## config.mk

```make
export PLATFORM = sky130hd
export DESIGN_NAME = rat_flags
export DESIGN_NICKNAME = d
export VERILOG_FILES = /design/src/rtl/rat_flags.sv
export SDC_FILE = /design/constraint.sdc
export NUM_CORES = 1
export LEC_CHECK = 0
export ABC_AREA = 0
export CAP_MARGIN = 20
export CORE_AREA = 2 2 39 41
export DETAILED_ROUTE_END_ITERATION = 7
export DIE_AREA = 0 0 41 43
export HOLD_SLACK_MARGIN = 0.15
export MAX_ROUTING_LAYER = met4
export SLEW_MARGIN = 20
export SYNTH_ARGS = -nofsm -noshare
export SYNTH_HDL_FRONTEND = slang
export SYNTH_SLANG_ARGS = --single-unit
```

## constraint.sdc

```tcl
create_clock -name CLK -period 1.76 [get_ports CLK]
set_input_delay 0.352 -clock CLK [delete_from_list [all_inputs] [get_ports CLK]]
set_output_delay 0.352 -clock CLK [all_outputs]
set_load 0.05 [all_outputs]
```

## src/rtl/rat_flags.sv

```systemverilog
// Flag and interrupt-status unit for the RAT CPU: architectural C/Z, shadow
// copies for interrupt entry/return, interrupt enable and synchronized pending latch.
module rat_flags #(
   parameter int SYNC_STAGES = 2
) (
   input  logic CLK,
   input  logic RST,
   input  logic C_IN,
   input  logic Z_IN,
   input  logic FLG_C_LD,
   input  logic FLG_Z_LD,
   input  logic FLG_C_SET,
   input  logic FLG_C_CLR,
   input  logic FLG_LD_SEL,
   input  logic FLG_SHAD_LD,
   input  logic I_SET,
   input  logic I_CLR,
   input  logic INT_ACK,
   input  logic INTR,
   output logic C_FLAG,
   output logic Z_FLAG,
   output logic I_FLAG,
   output logic SHAD_C,
   output logic SHAD_Z,
   output logic INT_REQ
);

   logic                   c_q, c_d;
   logic                   z_q, z_d;
   logic                   i_q, i_d;
   logic                   shc_q, shc_d;
   logic                   shz_q, shz_d;
   logic                   pend_q, pend_d;
   logic [SYNC_STAGES-1:0] sync_q, sync_d;
   logic                   edge_q, edge_d;
   logic                   rise;

   assign rise = sync_q[SYNC_STAGES-1] & ~edge_q;

   always_comb begin
      c_d    = c_q;
      z_d    = z_q;
      i_d    = i_q;
      shc_d  = shc_q;
      shz_d  = shz_q;
      pend_d = pend_q;
      sync_d = {sync_q[SYNC_STAGES-2:0], INTR};
      edge_d = sync_q[SYNC_STAGES-1];

      if (FLG_C_CLR)     c_d = 1'b0;
      else if (FLG_C_SET) c_d = 1'b1;
      else if (FLG_C_LD)  c_d = FLG_LD_SEL ? shc_q : C_IN;

      if (FLG_Z_LD) z_d = FLG_LD_SEL ? shz_q : Z_IN;

      // Shadow takes the pre-edge flags, so a coincident load is not seen here.
      if (FLG_SHAD_LD || INT_ACK) begin
         shc_d = c_q;
         shz_d = z_q;
      end

      if (INT_ACK || I_CLR) i_d = 1'b0;
      else if (I_SET)       i_d = 1'b1;

      // A fresh edge wins over the acknowledge so the new event survives.
      if (rise)         pend_d = 1'b1;
      else if (INT_ACK) pend_d = 1'b0;
   end

   always_ff @(posedge CLK or posedge RST) begin
      if (RST) begin
         c_q    <= 1'b0;
         z_q    <= 1'b0;
         i_q    <= 1'b0;
         shc_q  <= 1'b0;
         shz_q  <= 1'b0;
         pend_q <= 1'b0;
         sync_q <= '0;
         edge_q <= 1'b0;
      end else begin
         c_q    <= c_d;
         z_q    <= z_d;
         i_q    <= i_d;
         shc_q  <= shc_d;
         shz_q  <= shz_d;
         pend_q <= pend_d;
         sync_q <= sync_d;
         edge_q <= edge_d;
      end
   end

   assign C_FLAG  = c_q;
   assign Z_FLAG  = z_q;
   assign I_FLAG  = i_q;
   assign SHAD_C  = shc_q;
   assign SHAD_Z  = shz_q;
   assign INT_REQ = pend_q & i_q;

endmodule

```

==> flow_metrics.tcl, run 1 <==
set metrics [dict create \
    status "finished clean" \
    hold_buffers 0 \
    ys_seq_area_share_pct 68.2 \
    globalRouteTotalUtil_pct 9.48 \
    grt_pass1_vias 283 \
    post_cts_buffers 0 \
    skew_ns 0.00187 \
    p_int_uw 369 \
    hp-class "reg2reg" \
    route.detailed.drc 0 \
    rsz0062_at_grt "false" \
    dieWidth_um 41 \
    synth.area.top_cells "dfrtp_1, mux2_2, mux2i_1, inv_1, nor2_1" \
    worstSetupStartpoint "I_FLAG" \
    grt_pass1_wl_um 1080 \
    seqCellArea_sq_um 225 \
    ys_warn_count 0 \
    fin_tns_setup_ns 0 \
    final_cell_mix "clkdlybuf4s50_1, dfrtp_1, buf_4" \
    period_minus_slack_ns 1.30 \
    min_path_cells 0 \
    final_common_cell "clkdlybuf4s50_1" \
    maxCapViolCount 0 \
    multi_input_area_sq_um 90.1 \
    wl_per_cell_um 9.88 \
    seqPwrFrac_pct 46.2 \
    rr_startpoint "SHAD_C" \
    ys_ff_latch 9 \
    hold_viol 0 \
    overflow 0 \
    cts_tree "built" \
    die_h_um 43 \
    r2r-end "C_FLAG" \
    final_layout_size_suffix_gt1_share_pct 22.4 \
    synth_nets 40 \
    worstPathRequired_ns 1.41 \
    fill_cells 150 \
    coreArea_sq_um 1380 \
    rows 14 \
    cts_buffers 3 \
    die_area_sq_um 1760 \
    hold_ws_ns 0.352 \
    cts_resized 0 \
    ios 20 \
    grt_max_degree 10 \
    p_leak_uw 0.000257 \
    fin_crit_sh_pct 74.0 \
    port_buffers 19 \
    worstSetupPathType "reg2out" \
    worstPathCellList "and2_1 > buf_4" \
    crit_path_start_kind "flip-flop" \
    worst_pin_slew_ns 0.328 \
    syn_area_per_cell_sq_um 12.7 \
    power_density_nw_per_um2 936 \
    antenna_found_initial 0 \
    yosysTopAreaCell "dfrtp_1" \
    initial_core_util_pct 23.9 \
    diodes 0 \
    p_comb_share_pct 24.9 \
    clk_pin_slew_worst_paths_ns 0.06 \
    hpwl_um 531 \
    p_switching_uw 148 \
    vias 268 \
    ff2ff_path_depth 2 \
    drt-vias-per-instance 4.12 \
    syn_inst 26 \
    hp-start "sync_q[0]" \
    fmax_ghz 0.768 \
    p_sw_share_pct 28.6 \
    synth.distinct_cells 10 \
    clockBufferDepth 2 \
    crit_path_max_fanout 3 \
    yosysTopAreaCellShare_pct 68.2 \
    cpMaxStageDelayCell "dfrtp_1" \
    end_kind "output pin" \
    cts_root_buffer "clkbuf_4" \
    setup_violations 0 \
    slew_headroom_pct 78.1 \
    ant_nets 0 \
    drt-total-wl_um 642 \
    drtIter0Drc 0 \
    nNetsFinal 64 \
    peakVddDrop_mv 0.337 \
    hold_end "sync_q[1]" \
    p_clk_share_pct 28.9 \
    first_pass_iters 1 \
    htree_levels 1 \
    syn_to_final_growth_pct 67.0 \
    numClockSinks 9 \
    insertion_delay_ns 0.25 \
    worstPathArrival_ns 0.95 \
    critical-path-max-stage-delay_ns 0.38 \
    gp_congestion 0.619 \
    synth_area_sq_um 330 \
    slew_viol_final 0 \
    r2r_setup_slack_ns 0.93 \
]
==> worst max-delay path by stage <==
stage | to | slack, ns | depth (start not counted)
final | INT_REQ | 0.46 | 2
after global routing | INT_REQ | 0.40 | 2
after CTS | INT_REQ | 0.44 | 2
after detailed placement | SHAD_C | 0.30 | 3
after global placement | SHAD_C | 0.31 | 3
after floorplan | INT_REQ | 0.29 | 1
==> critical path, delay by kind of cell, from the launching register on <==
family | cells | cell delay, ns
AND/OR/NAND/NOR | 1 | 0.14
flip-flops | 1 | 0.38
buffers and inverters | 1 | 0.18
==> sequential cells by signal (all words and copies together), names as in the netlist <==
| signal | flops |
|---|---|
| I_FLAG | 1 |
| Z_FLAG | 1 |
| sync_q | 2 |
| pend_q | 1 |
| SHAD_Z | 1 |
| SHAD_C | 1 |
| C_FLAG | 1 |
| edge_q | 1 |
==> layer usage <==
metal | up-vias | routed length [um] | GRT usage, %
li1 | 134 | - | -
met1 | 115 | 266 | 12.0
met2 | 19 | 277 | 13.1
met3 | 0 | 97 | 3.66
met4 | 0 | 0 | 4.00
met5 | - | 0 | -
==> logic make-up after synthesis <==
kind of cell           Yosys count  synth area share [%]
buffers and inverters            4                  4.54
muxes                            4                  12.9
and+or+nand+nor                  6                  8.33
AOI/OAI and AO/OA                3                  6.06
DFF                              9                  68.2
==> per-stage QoR <==
| stage | power, uW | instances | instance area (sq um) | utilization [%] | setup slack [ns] |
|---|---|---|---|---|---|
| floorplan | 311 | 26 | 330 | - | 0.288 |
| global placement | 372 | 61 | 526 | 38.0 | 0.310 |
| detailed placement | 372 | 61 | 526 | 38.0 | 0.304 |
| CTS | 528 | 65 | 552 | 39.9 | 0.442 |
| global route | 552 | 65 | 552 | 39.9 | 0.404 |
| finish | 516 | 65 | 552 | 39.9 | 0.458 |
==> power by group through the flow <==
stage / combinational, uW / sequential, uW / clock, uW
global route: 138 / 242 / 173
detailed placement: 129 / 243 / 0
floorplan: 26.0 / 285 / 0
global placement: 130 / 242 / 0
finish: 128 / 239 / 149
CTS: 130 / 239 / 159
==> Yosys cell counts (all sizes together) <==
master  instances
mux2i           2
o22ai           1
inv             4
a21oi           1
nor3            2
and2            1
nor2            3
a311oi          1
mux2            2
dfrtp           9
==> area by class of cell <==
class | instances | area share, %
flip-flops and latches | 9 | 40.8
clock buffers | 4 | 4.76
well taps | 16 | 3.63
repair buffers | 19 | 31.7
multi-input cells | 13 | 16.3
inverters | 4 | 2.72
Power figures use the tool's default switching activity.
==> inputs of run 2 (changes only) <==
Clock period 1.76 ns to 1 ns, I/O delays scaled along.
==> flow_metrics.tcl, run 2 (same netlist as run 1, synthesis figures left out) <==
set metrics [dict create \
    status "complete, but fails checks" \
    violations "setup timing" \
    drt-total-wl_um 757 \
    p_clk_share_pct 26.9 \
    worstPathCellList "buf_4 > buf_12" \
    wl_per_cell_um 10.7 \
    port_buffers 19 \
    power_density_nw_per_um2 1520 \
    vias 285 \
    slew_viol_final 0 \
    fin_crit_sh_pct 115 \
    crit_path_max_fanout 2 \
    diodes 0 \
    power_uw 1040 \
    route.detailed.drc 0 \
    period_minus_slack_ns 1.15 \
    routed.top_layer "met3" \
    ios 20 \
    hold_buffers 0 \
    cts_buffers 3 \
    nNetsFinal 70 \
    initial_core_util_pct 23.9 \
    worstPathArrival_ns 0.95 \
    insertion_delay_ns 0.25 \
    p_switching_uw 299 \
    gp_congestion 0.653 \
    end_kind "output pin" \
    worstPathRequired_ns 0.80 \
    hpwl_um 601 \
    p_comb_share_pct 31.9 \
    syn_to_final_growth_pct 108 \
    antenna_found_initial 0 \
    rows 14 \
    seqPwrFrac_pct 41.1 \
    cts_tree "built" \
    grt_max_degree 10 \
    maxCapViolCount 0 \
    p_leak_uw 0.000316 \
    p_int_uw 745 \
    first_pass_iters 4 \
    critical-path-max-stage-delay_ns 0.40 \
    p_sw_share_pct 28.7 \
    drt-met1-wl_um 301 \
    dieWidth_um 41 \
    drt-vias-per-instance 4.01 \
    htree_levels 1 \
    wl_met3_um 31 \
    ff2ff_path_depth 2 \
    hold_viol 0 \
    coreArea_sq_um 1380 \
    setup_ws_ns -0.146 \
    setup_violations 6 \
    cpMaxStageDelayCell "dfrtp_2" \
    peakVddDrop_mv 0.610 \
    crit_path_start_kind "flip-flop" \
    grt_pass1_wl_um 1120 \
    slew_headroom_pct 78.4 \
    wl_met2_um 425 \
    fmax_ghz 0.872 \
    final_cell_mix "clkdlybuf4s50_1, buf_12, buf_4" \
    skew_ns 0.0000475 \
    worstSetupPathType "reg2out" \
    rsz0062_at_grt "true" \
    crit_buf_inv 2 \
    die_area_sq_um 1760 \
    final_layout_size_suffix_gt1_share_pct 43.6 \
    clk_pin_slew_worst_paths_ns 0.06 \
    critical_path_depth 2 \
    fill_cells 131 \
    hold_ws_ns 0.186 \
    largest_reg_flops 2 \
    top_register "sync_q" \
    ant_nets 0 \
    drtIter0Drc 3 \
    worst_pin_slew_ns 0.324 \
    cts_root_buffer "clkbuf_4" \
    overflow 0 \
    clockBufferDepth 2 \
    hp-class "in2async" \
    globalRouteTotalUtil_pct 10.5 \
    grt_pass1_vias 295 \
    final_common_cell "clkdlybuf4s50_1" \
    die_h_um 43 \
    numClockSinks 9 \
    crit_family "flip-flops" \
]
[run 2: layer usage]
| layer | vias to the layer above | GRT usage, % |
|---|---|---|
| met2 | 7 | 15.3 |
| met1 | 130 | 10.2 |
| met4 | 0 | 10.0 |
| li1 | 148 | - |
| met5 | - | - |
| met3 | 0 | 3.14 |
[run 2: area by class of cell]
type	count	area, sq um	share of cell area [%]
Timing Repair Buffer	25	298	43.4
Clock buffer	4	26.3	3.83
Multi-Input combinational cell	13	95.1	13.9
Tap cell	16	20.0	2.92
Sequential cell	9	231	33.8
Inverter	4	15.0	2.19
[run 2: per-stage QoR]
| step | std cells | area, sq um | setup TNS, ns | utilization [%] | setup slack [ns] |
|---|---|---|---|---|---|
| after global routing | 71 | 686 | -0.596 | 49.5 | -0.175 |
| after global placement | 62 | 617 | -0.877 | 44.6 | -0.274 |
| final | 71 | 686 | -0.461 | 49.5 | -0.146 |
| after floorplan | 26 | 339 | 0 | - | 0.00415 |
| after detailed placement | 62 | 617 | -1.02 | 44.6 | -0.310 |
| after CTS | 71 | 683 | -0.497 | 49.4 | -0.153 |
[run 2: worst paths after layout]
path	start	endpoint	slack, ns
worst max-delay path	I_FLAG	I_FLAG	-0.15
worst min-delay path	RST	SHAD_C	0.19
worst max register to register	SHAD_C	SHAD_C	0.06
worst min register to register	sync_q[0]	sync_q[1]	0.35
max in group asynchronous	RST	Z_FLAG	0.55
min in group CLK	INT_ACK	I_FLAG	0.27
[run 2: worst reg2reg max path, cell delays in order, from the launching register on]
cell and delay, ns:
dfrtp_2 0.43, buf_4 0.14, mux2_2 0.25
[run 2: what timing repair did]
action                                  4_1_cts  5_1_grt
resized for setup                             1        1
buffers inserted                              5        0
pin swaps                                     1        1
endpoints found under the setup margin        8        8
[run 2: power by group through the flow]
stage	clock network, uW	logic, uW	registers, uW
after floorplan	0	46.8	507
after detailed placement	0	296	442
after global routing	309	347	432
after global placement	0	293	444
final	281	333	429
after CTS	294	338	429
==> inputs of run 3 (changes only) <==
Settings changed: DONT_BUFFER_PORTS set to 1.
==> flow_metrics.tcl, run 3 (same netlist as run 1, synthesis figures left out) <==
set metrics [dict create \
    status "complete, but fails checks" \
    violations "setup timing" \
    crit_family "flip-flops" \
    clk_pin_slew_worst_paths_ns 0.06 \
    seqPwrFrac_pct 45.3 \
    hold_viol 0 \
    nNetsFinal 62 \
    maxCapViolCount 0 \
    fin_crit_sh_pct 107 \
    p_int_uw 673 \
    fill_cells 131 \
    fmax_ghz 0.938 \
    globalRouteTotalUtil_pct 11.7 \
    diodes 0 \
    worstSetupPathType "reg2out" \
    crit_path_max_fanout 2 \
    die_h_um 43 \
    largest_reg_flops 2 \
    die_area_sq_um 1760 \
    htree_levels 1 \
    cpMaxStageDelayCell "dfrtp_2" \
    final_common_cell "dlygate4sd3_1" \
    dpl_cell_area_sq_um 409 \
    gp_congestion 0.611 \
    drt-total-wl_um 792 \
    p_clk_share_pct 27.6 \
    syn_to_final_growth_pct 73.1 \
    worstPathRequired_ns 0.80 \
    final_area_sq_um 572 \
    skew_ns 0.000176 \
    hpwl_um 582 \
    p_leak_uw 0.000260 \
    period_minus_slack_ns 1.07 \
    setup_ws_ns -0.0656 \
    critical-path-max-stage-delay_ns 0.38 \
    port_buffers 0 \
    grt_pass1_vias 310 \
    end_kind "output pin" \
    worstPathCellList "and2_4" \
    p_sw_share_pct 28.5 \
    slew_viol_final 0 \
    cts_root_buffer "clkbuf_4" \
    final_layout_size_suffix_gt1_share_pct 42.6 \
    slew_headroom_pct 77.9 \
    power_density_nw_per_um2 1640 \
    coreArea_sq_um 1380 \
    dieWidth_um 41 \
    crit_buf_inv 0 \
    initial_core_util_pct 23.9 \
    hp-class "in2reg" \
    drt-vias-per-instance 4.35 \
    crit_path_start_kind "flip-flop" \
    grt_max_degree 10 \
    top_register "sync_q" \
    ant_nets 0 \
    worstPathArrival_ns 0.87 \
    rows 14 \
    vias 274 \
    cts_tree "built" \
    cts_buffers 3 \
    insertion_delay_ns 0.24 \
    drtIter0Drc 1 \
    r2r_setup_slack_ns 0.08 \
    grt_pass1_wl_um 1310 \
    ios 20 \
    rsz0062_at_grt "true" \
    antenna_found_initial 0 \
    overflow 0 \
    final_cell_mix "dlygate4sd3_1, dfrtp_2, inv_1, dfrtp_1" \
    peakVddDrop_mv 0.474 \
    route.detailed.drc 0 \
    setup_violations 6 \
    pre_cts_slack_ns 0.157 \
    first_pass_iters 2 \
    wl_per_cell_um 12.6 \
    worst_pin_slew_ns 0.331 \
    fin_tns_setup_ns -0.142 \
    final_util_pct 41.3 \
    clockBufferDepth 2 \
    numClockSinks 9 \
    p_switching_uw 268 \
    p_comb_share_pct 27.1 \
]
[run 3: area by class of cell]
cell class / count / area (sq um) / area share (%)
clock buffers: 4 / 26.3 / 4.60
inverters: 4 / 15.0 / 2.63
multi-input cells: 13 / 97.6 / 17.1
flip-flops and latches: 9 / 231 / 40.5
well taps: 16 / 20.0 / 3.50
repair buffers: 17 / 181 / 31.7
[run 3: repair_timing]
action / 4_1_cts / 5_1_grt
setup buffers: 3 / 0
hold endpoints to repair: 14 / 0
resized for setup: 5 / 1
setup endpoints to repair: 6 / 7
hold buffers: 9 / 0
[run 3: path summary, 6_finish.rpt]
| check | start | end | cells past startpoint |
|---|---|---|---|
| setup / recovery | I_FLAG | INT_REQ | 1 |
| hold / removal | FLG_C_LD | C_FLAG | 2 |
| setup reg to reg | C_FLAG | C_FLAG | 3 |
| hold reg to reg | sync_q[0] | sync_q[1] | 0 |
| max in group asynchronous | RST | C_FLAG | 2 |
| min in group asynchronous | RST | sync_q[0] | 2 |
[run 3: per-layer routing]
| layer | global-route usage, % | vias to the layer above | part of all wire, % | routed length [um] |
|---|---|---|---|---|
| li1 | - | 131 | - | - |
| met1 | 11.7 | 140 | 31 | 249 |
| met3 | 3.66 | 0 | 5.3 | 42 |
| met5 | - | - | 0 | 0 |
| met2 | 19.1 | 3 | 63 | 499 |
| met4 | 6.00 | 0 | 0 | 0 |
[run 3: power by group through the flow]
stage	Clock (uW)	Sequential [uW]	Combinational (uW)
after detailed placement	0	431	180
after CTS	269	424	256
after global routing	290	428	271
final	259	426	255
after global placement	0	428	176
after floorplan	0	507	46.8
[run 3: stage by stage]
stage / power (uW) / cells / hold slack, ns
after global routing: 989 / 63 / 0.176
final: 940 / 63 / 0.162
after detailed placement: 611 / 47 / 0.0630
after floorplan: 553 / 26 / 0.0276
after CTS: 949 / 63 / 0.172
after global placement: 604 / 47 / 0.0497
